[config.mk]
export PLATFORM = sky130hd
export DESIGN_NAME = alu_serial_ctrl
export DESIGN_NICKNAME = d
export VERILOG_FILES = /design/src/rtl/alu_ctrl_pkg.sv /design/src/rtl/alu_flag_gen.sv /design/src/rtl/alu_serial_ctrl.sv
export SDC_FILE = /design/constraint.sdc
export NUM_CORES = 1
export LEC_CHECK = 0
export BUFFER_PORTS_ARGS = -buffer_cell sky130_fd_sc_hd__buf_2
export CORE_ASPECT_RATIO = 1.4
export CORE_MARGIN = 3
export CORE_UTILIZATION = 40
export DETAILED_ROUTE_END_ITERATION = 6
export HOLD_SLACK_MARGIN = 0.15
export PLACE_DENSITY = 0.7
export SYNTH_ARGS = -nofsm -noshare
export SYNTH_HDL_FRONTEND = slang
export SYNTH_SLANG_ARGS = --single-unit
[constraint.sdc]
create_clock -name clk -period 2.2 [get_ports clk]
set_input_delay 0.44 -clock clk [delete_from_list [all_inputs] [get_ports clk]]
set_output_delay 0.44 -clock clk [all_outputs]
set_load 0.01 [all_outputs]
[src/rtl/alu_ctrl_pkg.sv]
// Shared types for the bit-serial ALU sequencer: opcodes, controller states
// and the arithmetic-opcode helper.
package alu_ctrl_pkg;

    typedef enum logic [2:0] {
        ADD    = 3'b000,
        SUB    = 3'b001,
        AND    = 3'b010,
        OR     = 3'b011,
        XOR    = 3'b100,
        NOT_A  = 3'b101,
        PASS_A = 3'b110,
        RSVD   = 3'b111
    } alu_op_e;

    typedef enum logic [1:0] {
        IDLE = 2'b00,
        RUN  = 2'b01,
        DONE = 2'b10
    } ctrl_state_e;

    function automatic logic is_arith(input alu_op_e op);
        return (op == ADD) || (op == SUB);
    endfunction

endpackage

[src/rtl/alu_flag_gen.sv]
// Combinational C/Z/O/S flag derivation from the assembled result word and
// the carries observed around the MSB of a bit-serial run.
module alu_flag_gen
    import alu_ctrl_pkg::*;
#(
    parameter int WIDTH = 128
) (
    input  logic [WIDTH-1:0] result,
    input  logic             carry,
    input  logic             cin_msb,
    input  alu_op_e          opsel,
    input  logic             mode,
    output logic             c_flag,
    output logic             z_flag,
    output logic             o_flag,
    output logic             s_flag
);

    // Carry and overflow only carry meaning for ADD/SUB; logic ops report 0.
    always_comb begin
        z_flag = (result == {WIDTH{1'b0}});
        s_flag = result[WIDTH-1];
        if (is_arith(opsel)) begin
            c_flag = carry;
            o_flag = mode ? (cin_msb ^ carry) : 1'b0;
        end else begin
            c_flag = 1'b0;
            o_flag = 1'b0;
        end
    end

endmodule

[src/rtl/alu_serial_ctrl.sv]
// Bit-serial sequencer: drives an external 1-bit ALU slice LSB-first, chains
// the carry through a register and returns the result word with flags.
module alu_serial_ctrl
    import alu_ctrl_pkg::*;
#(
    parameter int WIDTH = 128,
    parameter int CNT_W = $clog2(WIDTH)
) (
    input  logic             clk,
    input  logic             rst_n,
    input  logic             req_valid,
    output logic             req_ready,
    input  logic [WIDTH-1:0] req_a,
    input  logic [WIDTH-1:0] req_b,
    input  logic [2:0]       req_opsel,
    input  logic             req_mode,
    output logic             rsp_valid,
    input  logic             rsp_ready,
    output logic [WIDTH-1:0] rsp_result,
    output logic             c_flag,
    output logic             z_flag,
    output logic             o_flag,
    output logic             s_flag,
    output logic             slice_op1,
    output logic             slice_op2,
    output logic             slice_cin,
    output logic [2:0]       slice_opsel,
    output logic             slice_mode,
    input  logic             slice_result,
    input  logic             slice_cout
);

    localparam logic [1:0]       ST_IDLE  = IDLE;
    localparam logic [1:0]       ST_RUN   = RUN;
    localparam logic [1:0]       ST_DONE  = DONE;
    localparam logic [CNT_W-1:0] IDX_LAST = CNT_W'(WIDTH - 1);

    logic [1:0]       state_r;
    logic [WIDTH-1:0] a_r;
    logic [WIDTH-1:0] b_r;
    alu_op_e          opsel_r;
    logic             mode_r;
    logic [WIDTH-1:0] res_r;
    logic             carry_r;
    logic [CNT_W-1:0] idx_r;
    logic             req_ready_r;
    logic             rsp_valid_r;
    logic [WIDTH-1:0] rsp_result_r;
    logic             c_flag_r;
    logic             z_flag_r;
    logic             o_flag_r;
    logic             s_flag_r;
    logic             slice_op1_r;
    logic             slice_op2_r;
    logic [2:0]       slice_opsel_r;
    logic             slice_mode_r;

    logic             accept_s;
    logic             last_s;
    logic             rsvd_s;
    logic             bit_s;
    logic             cout_s;
    logic [CNT_W-1:0] idx_nxt_s;
    logic [WIDTH-1:0] res_nxt_s;
    logic             c_s;
    logic             z_s;
    logic             o_s;
    logic             s_s;
    logic             op1_nxt_s;
    logic             op2_nxt_s;
    logic [2:0]       opsel_nxt_s;
    logic             mode_nxt_s;

    assign accept_s  = (state_r == ST_IDLE) && req_valid && req_ready_r;
    assign last_s    = (idx_r == IDX_LAST);
    assign rsvd_s    = (opsel_r == RSVD);
    assign idx_nxt_s = idx_r + CNT_W'(1);

    // Reserved opcode ignores whatever the slice returns so the result is 0.
    always_comb begin
        if (rsvd_s) begin
            bit_s  = 1'b0;
            cout_s = 1'b0;
        end else begin
            bit_s  = slice_result;
            cout_s = slice_cout;
        end
        res_nxt_s        = res_r;
        res_nxt_s[idx_r] = bit_s;
    end

    // The flags see the full word including the MSB being captured this cycle.
    alu_flag_gen #(
        .WIDTH (WIDTH)
    ) u_flag_gen (
        .result  (res_nxt_s),
        .carry   (cout_s),
        .cin_msb (carry_r),
        .opsel   (opsel_r),
        .mode    (mode_r),
        .c_flag  (c_s),
        .z_flag  (z_s),
        .o_flag  (o_s),
        .s_flag  (s_s)
    );

    // Slice inputs are registered one bit ahead so they line up with idx_r.
    always_comb begin
        op1_nxt_s   = 1'b0;
        op2_nxt_s   = 1'b0;
        opsel_nxt_s = 3'b000;
        mode_nxt_s  = 1'b0;
        if (accept_s) begin
            if (req_opsel != RSVD) begin
                op1_nxt_s   = req_a[0];
                op2_nxt_s   = req_b[0];
                opsel_nxt_s = req_opsel;
                mode_nxt_s  = req_mode;
            end else begin
                opsel_nxt_s = PASS_A;
            end
        end else if ((state_r == ST_RUN) && !last_s) begin
            if (!rsvd_s) begin
                op1_nxt_s   = a_r[idx_nxt_s];
                op2_nxt_s   = b_r[idx_nxt_s];
                opsel_nxt_s = opsel_r;
                mode_nxt_s  = mode_r;
            end else begin
                opsel_nxt_s = PASS_A;
            end
        end else begin
            opsel_nxt_s = 3'b000;
        end
    end

    // Slice-facing output registers.
    always_ff @(posedge clk or negedge rst_n) begin
        if (!rst_n) begin
            slice_op1_r   <= 1'b0;
            slice_op2_r   <= 1'b0;
            slice_opsel_r <= 3'b000;
            slice_mode_r  <= 1'b0;
        end else begin
            slice_op1_r   <= op1_nxt_s;
            slice_op2_r   <= op2_nxt_s;
            slice_opsel_r <= opsel_nxt_s;
            slice_mode_r  <= mode_nxt_s;
        end
    end

    // Controller FSM, operand/result datapath and response registers.
    always_ff @(posedge clk or negedge rst_n) begin
        if (!rst_n) begin
            state_r      <= ST_IDLE;
            a_r          <= {WIDTH{1'b0}};
            b_r          <= {WIDTH{1'b0}};
            opsel_r      <= ADD;
            mode_r       <= 1'b0;
            res_r        <= {WIDTH{1'b0}};
            carry_r      <= 1'b0;
            idx_r        <= {CNT_W{1'b0}};
            req_ready_r  <= 1'b0;
            rsp_valid_r  <= 1'b0;
            rsp_result_r <= {WIDTH{1'b0}};
            c_flag_r     <= 1'b0;
            z_flag_r     <= 1'b0;
            o_flag_r     <= 1'b0;
            s_flag_r     <= 1'b0;
        end else begin
            case (state_r)
                ST_IDLE: begin
                    if (accept_s) begin
                        a_r         <= req_a;
                        b_r         <= req_b;
                        opsel_r     <= alu_op_e'(req_opsel);
                        mode_r      <= req_mode;
                        res_r       <= {WIDTH{1'b0}};
                        carry_r     <= (req_opsel == SUB);
                        idx_r       <= {CNT_W{1'b0}};
                        req_ready_r <= 1'b0;
                        state_r     <= ST_RUN;
                    end else begin
                        req_ready_r <= 1'b1;
                    end
                end
                ST_RUN: begin
                    res_r <= res_nxt_s;
                    if (last_s) begin
                        // Carry is cleared so slice_cin reads 0 while parked in DONE.
                        carry_r      <= 1'b0;
                        idx_r        <= {CNT_W{1'b0}};
                        rsp_valid_r  <= 1'b1;
                        rsp_result_r <= res_nxt_s;
                        c_flag_r     <= c_s;
                        z_flag_r     <= z_s;
                        o_flag_r     <= o_s;
                        s_flag_r     <= s_s;
                        state_r      <= ST_DONE;
                    end else begin
                        carry_r <= cout_s;
                        idx_r   <= idx_nxt_s;
                    end
                end
                ST_DONE: begin
                    if (rsp_ready) begin
                        rsp_valid_r <= 1'b0;
                        req_ready_r <= 1'b1;
                        state_r     <= ST_IDLE;
                    end else begin
                        rsp_valid_r <= 1'b1;
                    end
                end
                default: begin
                    req_ready_r <= 1'b0;
                    rsp_valid_r <= 1'b0;
                    state_r     <= ST_IDLE;
                end
            endcase
        end
    end

    assign req_ready   = req_ready_r;
    assign rsp_valid   = rsp_valid_r;
    assign rsp_result  = rsp_result_r;
    assign c_flag      = c_flag_r;
    assign z_flag      = z_flag_r;
    assign o_flag      = o_flag_r;
    assign s_flag      = s_flag_r;
    assign slice_op1   = slice_op1_r;
    assign slice_op2   = slice_op2_r;
    assign slice_cin   = carry_r;
    assign slice_opsel = slice_opsel_r;
    assign slice_mode  = slice_mode_r;

endmodule

==> qor_table.md <==
| Metric | Value | Unit |
|:---|:---|:---|
| Post-Route WL | 112.8 | mm |
| Part of the Yosys area used for sequential elements | 0.5041 | - |
| Final Max Tran Viols | 0 | - |
| Placement Setup Slack | -0.8256 | ns |
| Clock tree root buffer cell | sky130_fd_sc_hd__clkbuf_16 | - |
| Starting density of the core | 0.4058 | - |
| Filler Cell Count | 5504 | - |
| Area taken by multi-input logic gates | 0.01263 | mm² |
| Crit path buf inv count | 3 | - |
| DR pass1 iterations | 6 | - |
| Instance count along the most critical hold path | 3 | - |
| Cell-by-cell listing of the critical path | buf_12 > buf_8 > or4b_4 > buf_6 > nor2_4 > a21oi_2 > o32a_1 > or4_1 > nor4_2 > a32o_1 | - |
| Worst EP arrival | 3.27 | ns |
| Worst setup path class | reg2reg | - |
| Final count of hold timing violations | 0 | - |
| Worst hold path startpoint | req_a[8] | - |
| Final critical path time including I/O delays and setup | 2.702 | ns |
| Power dissipated by switching net loads | 14.20 | mW |
| Number of violations reported at the end of detailed-routing iteration 0 | 2602 | - |
| Net Count, Synth | 3407 | - |
| Top-area cell type share of the netlist area | 0.5041 | - |
| Switching share of total power | 0.3710 | - |
| Finish-stage setup viols | 3 | - |
| Top cell type by total area after synthesis | sky130_fd_sc_hd__dfrtp_1 | - |
| Number of register bits inferred by synthesis | 537 | - |
| Reg2Reg Depth | 10 | - |
| Area of the core region | 0.06569 | mm² |
| Die Y | 311.5 | µm |
| Violated checks | setup timing | - |
| Routed wire length per instance | 22.97 | µm |
| Horiz. Die Dim | 224.2 | µm |
| Startpoint types | flop | - |
| Slack of the worst reg-to-reg path | -0.50 | ns |
| Final clock period utilization by the worst path | 1.228 | - |
| Largest net degree at the start of global routing | 148 | - |
| Number of synthesis warnings | 0 | - |
| Class of the most critical hold timing path | in2reg | - |
| Post-synthesis async set-or-reset flop share | 1.000 | - |
| Total number of nets in the final design | 4288 | - |
| Proportion of layout cells with a drive suffix above 1 | 0.2639 | - |
| Outcome | finished, violations left | - |
| Final WS setup | -0.5019 | ns |
| Register Area | 0.01344 | mm² |
| Cell family with the largest share of critical-path delay | simple AND/OR/NAND/NOR gates | - |
| Clock H-tree levels | 2 | - |
| Final Skew | 0.02786 | ns |
| Mean area per synthesized cell | 8.498 | µm² |
| Via count of the first global-routing pass | 28170 | - |
| DRC violation count after routing | 0 | - |
| Number of antenna violations at the first check in global routing | 5 | - |
| Total congestion overflow | 0 | - |
| EDFF count, synth | 0 | - |
| Flop pwr share | 0.359 | - |
| Lkg Pwr | 17.72 | nW |
| Post-Syn Instances | 3137 | - |
| CP Data Required Time | 2.77 | ns |
| Antenna violation net count after detailed routing | 0 | - |
| First-pass GRT wire length | 170.3 | mm |
| Overall global routing resource usage | 0.3170 | - |
| Reg2Reg Launch Point | idx_r[3] | - |
| Syn Std Cell Area | 0.02666 | mm² |
| Top area cells in the synthesized netlist | sky130_fd_sc_hd__dfrtp_1 50%, sky130_fd_sc_hd__nand2_1 16%, sky130_fd_sc_hd__o21ai_0 7.4%, sky130_fd_sc_hd__mux4_2 5.4%, sky130_fd_sc_hd__a21oi_1 4.6% | - |
| Internal power consumption | 24.07 | mW |
| Reg2Reg Capture Point | z_flag | - |
| Post-detailed-placement half-perimeter wirelength | 75.01 | mm |
| Share of power burned in the clock network | 0.241 | - |
| Max-slew headroom at the worst pin | 0.5709 | - |
| Final weighted congestion in routability-driven placement | 1.038 | - |
| Post-synth top cells | 1103 x sky130_fd_sc_hd__nand2_1, 537 x sky130_fd_sc_hd__dfrtp_1, 395 x sky130_fd_sc_hd__o21ai_0 | - |
| Number of buffers created by CTS | 53 | - |
| Area Overhead vs Synth | 40.53 | % |
| Slowest-stage cell, CP | sky130_fd_sc_hd__or4_1 | - |
| Total via count in the routed design | 27781 | - |
| I/O pins | 407 | - |
| Clock slew at reported path FFs | 0.07 | ns |
| Worst IR Drop VDD | 0.0006932 | V |
| Post-Route Hold Slack | 0.1517 | ns |
| Most used DFF post-synth | sky130_fd_sc_hd__dfrtp_1 | - |
| Fmax | 370.1 | MHz |
| Unrepaired setup endpoints after global routing | yes | - |
| Largest fanout on the critical path | 6 | - |
| Cell with the most instances after synthesis | sky130_fd_sc_hd__nand2_1 | - |
| Max-cap violations | 0 | - |
| Type of element capturing the critical path | flop | - |
| Number of library cell types mapped by synthesis | 74 | - |
| End of the worst hold path | a_r[8] | - |
| PwrDens | 1022 | mW/mm² |
| Vias/cell | 5.659 | - |
| Die footprint | 0.06982 | mm² |
| Clock sinks | 537 | - |
| Later-pin clock latency in the skew report | 0.63 | ns |
| Slew at the pin closest to its max-slew limit | 0.6437 | ns |
| Logic pwr share | 0.400 | - |
| Number of core rows | 111 | - |
| Count of buffers inserted at the top-level ports | 406 | - |
| Clock tree from TritonCTS | done | - |
| Clock tree buffer depth | 3 | - |
| Slowest cell delay on critical path | 0.55 | ns |
-- area by class of cell --
cell class	count	share of cell area
tap	847	0.02829
multi-input combinational	2329	0.3371
antenna	4	0.0002672
clock buffer	74	0.04131
timing repair buffer	1090	0.2287
inverter	7	0.0007014
sequential	537	0.3589
clock inverter	21	0.004809
-- metal layers --
layer,part of all wire,routed length [µm],vias up,track usage
met1,0.36,41080,13495,0.3693
met5,0,0,-,0
met2,0.50,55860,1402,0.5430
met3,0.068,7689,360,0.05427
met4,0.072,8125,0,0.1959
li1,-,-,12524,-
-- repair_timing --
item,in CTS,in global routing
pin swaps,23,29
hold buffers,261,0
setup buffers,19,12
gates resized for setup,52,62
setup endpoints to repair,28,153
gates cloned,2,2
hold endpoints to repair,350,0
-- power groups by stage --
stage                     Combinational (mW)  Clock, mW  Sequential, mW
after global routing                    16.6       9.74            14.0
after global placement                  13.5          0            13.7
after detailed placement                13.7          0            13.8
after floorplan                         8.38          0            13.3
after CTS                               14.8       9.37            13.6
final                                   15.3       9.21            13.8
-- worst min-delay path: cells and delay by family --
family / cells / cell delay (ns)
buf+inv: 1 / 0.07
simple gates: 2 / 0.21
-- how the worst max path moves through the flow --
stage / from / depth (start not counted) / slack [ns] / end
after detailed placement: idx_r[0] / 10 / -0.83 / slice_op1
after global routing: idx_r[0] / 10 / -0.59 / z_flag
final: idx_r[3] / 10 / -0.50 / z_flag
after global placement: idx_r[0] / 10 / -0.80 / slice_op1
after CTS: idx_r[3] / 10 / -0.50 / z_flag
after floorplan: idx_r[4] / 7 / -0.18 / z_flag
-- flip-flops by register name, indices dropped and copies added, names as in the netlist --
name and cells:
z_flag 1, rsp_result 128, slice_cin 1, o_flag 1, req_ready 1, slice_opsel 3
rsp_valid 1, slice_op1 1, c_flag 1, res_r 128, opsel_r 3, slice_op2 1
idx_r 7, b_r 128, state_r 2, a_r 128, slice_mode 1, mode_r 1
-- placed cells by master (no fill, tap or decap), types with 6 or more instances in the layout --
master,n
sky130_fd_sc_hd__mux4_2,64
sky130_fd_sc_hd__a21oi_1,241
sky130_fd_sc_hd__clkinv_2,11
sky130_fd_sc_hd__nand2_1,1095
sky130_fd_sc_hd__mux2i_1,9
sky130_fd_sc_hd__buf_6,19
sky130_fd_sc_hd__buf_12,41
sky130_fd_sc_hd__a31oi_1,47
sky130_fd_sc_hd__a21oi_2,6
sky130_fd_sc_hd__o21ai_0,385
sky130_fd_sc_hd__o32a_1,7
sky130_fd_sc_hd__clkbuf_8,10
sky130_fd_sc_hd__dlygate4sd3_1,261
sky130_fd_sc_hd__inv_1,7
sky130_fd_sc_hd__nor2_1,167
sky130_fd_sc_hd__o21ai_2,7
sky130_fd_sc_hd__buf_8,8
sky130_fd_sc_hd__dfrtp_1,534
sky130_fd_sc_hd__o21ai_1,9
sky130_fd_sc_hd__nand2_2,6
sky130_fd_sc_hd__a22o_1,26
sky130_fd_sc_hd__a32oi_1,7
sky130_fd_sc_hd__buf_4,351
sky130_fd_sc_hd__nand3_1,20
sky130_fd_sc_hd__clkbuf_1,9
sky130_fd_sc_hd__buf_2,405
sky130_fd_sc_hd__clkbuf_16,57
sky130_fd_sc_hd__nand4_1,50
sky130_fd_sc_hd__o32ai_1,16
sky130_fd_sc_hd__a211oi_1,6
sky130_fd_sc_hd__o22ai_1,20
-- metrics by stage --
step	total power [mW]	instance area [µm²]	TNS, ns	std cells	utilization
2_1_floorplan	21.64	26680	-0.1752	3137	-
3_3_place_gp	27.18	32280	-2.637	4515	0.4914
3_5_place_dp	27.45	32280	-3.134	4515	0.4914
4_1_cts	37.74	37060	-1.341	4892	0.5642
5_1_grt	40.34	37460	-1.539	4908	0.5702
6_report	38.27	37460	-1.183	4909	0.5703
-- cell families after synthesis --
group / after synthesis / synth area share
adders and majority gates: 4 / 0.001877
DFF: 537 / 0.5041
buffers and inverters: 271 / 0.04154
muxes: 76 / 0.05858
xor gates and xnor gates: 9 / 0.002957
and+or+nand+nor: 1420 / 0.2198
AOI/OAI and AO/OA: 820 / 0.1712
Note: power is estimated with default switching activity, not from simulation.
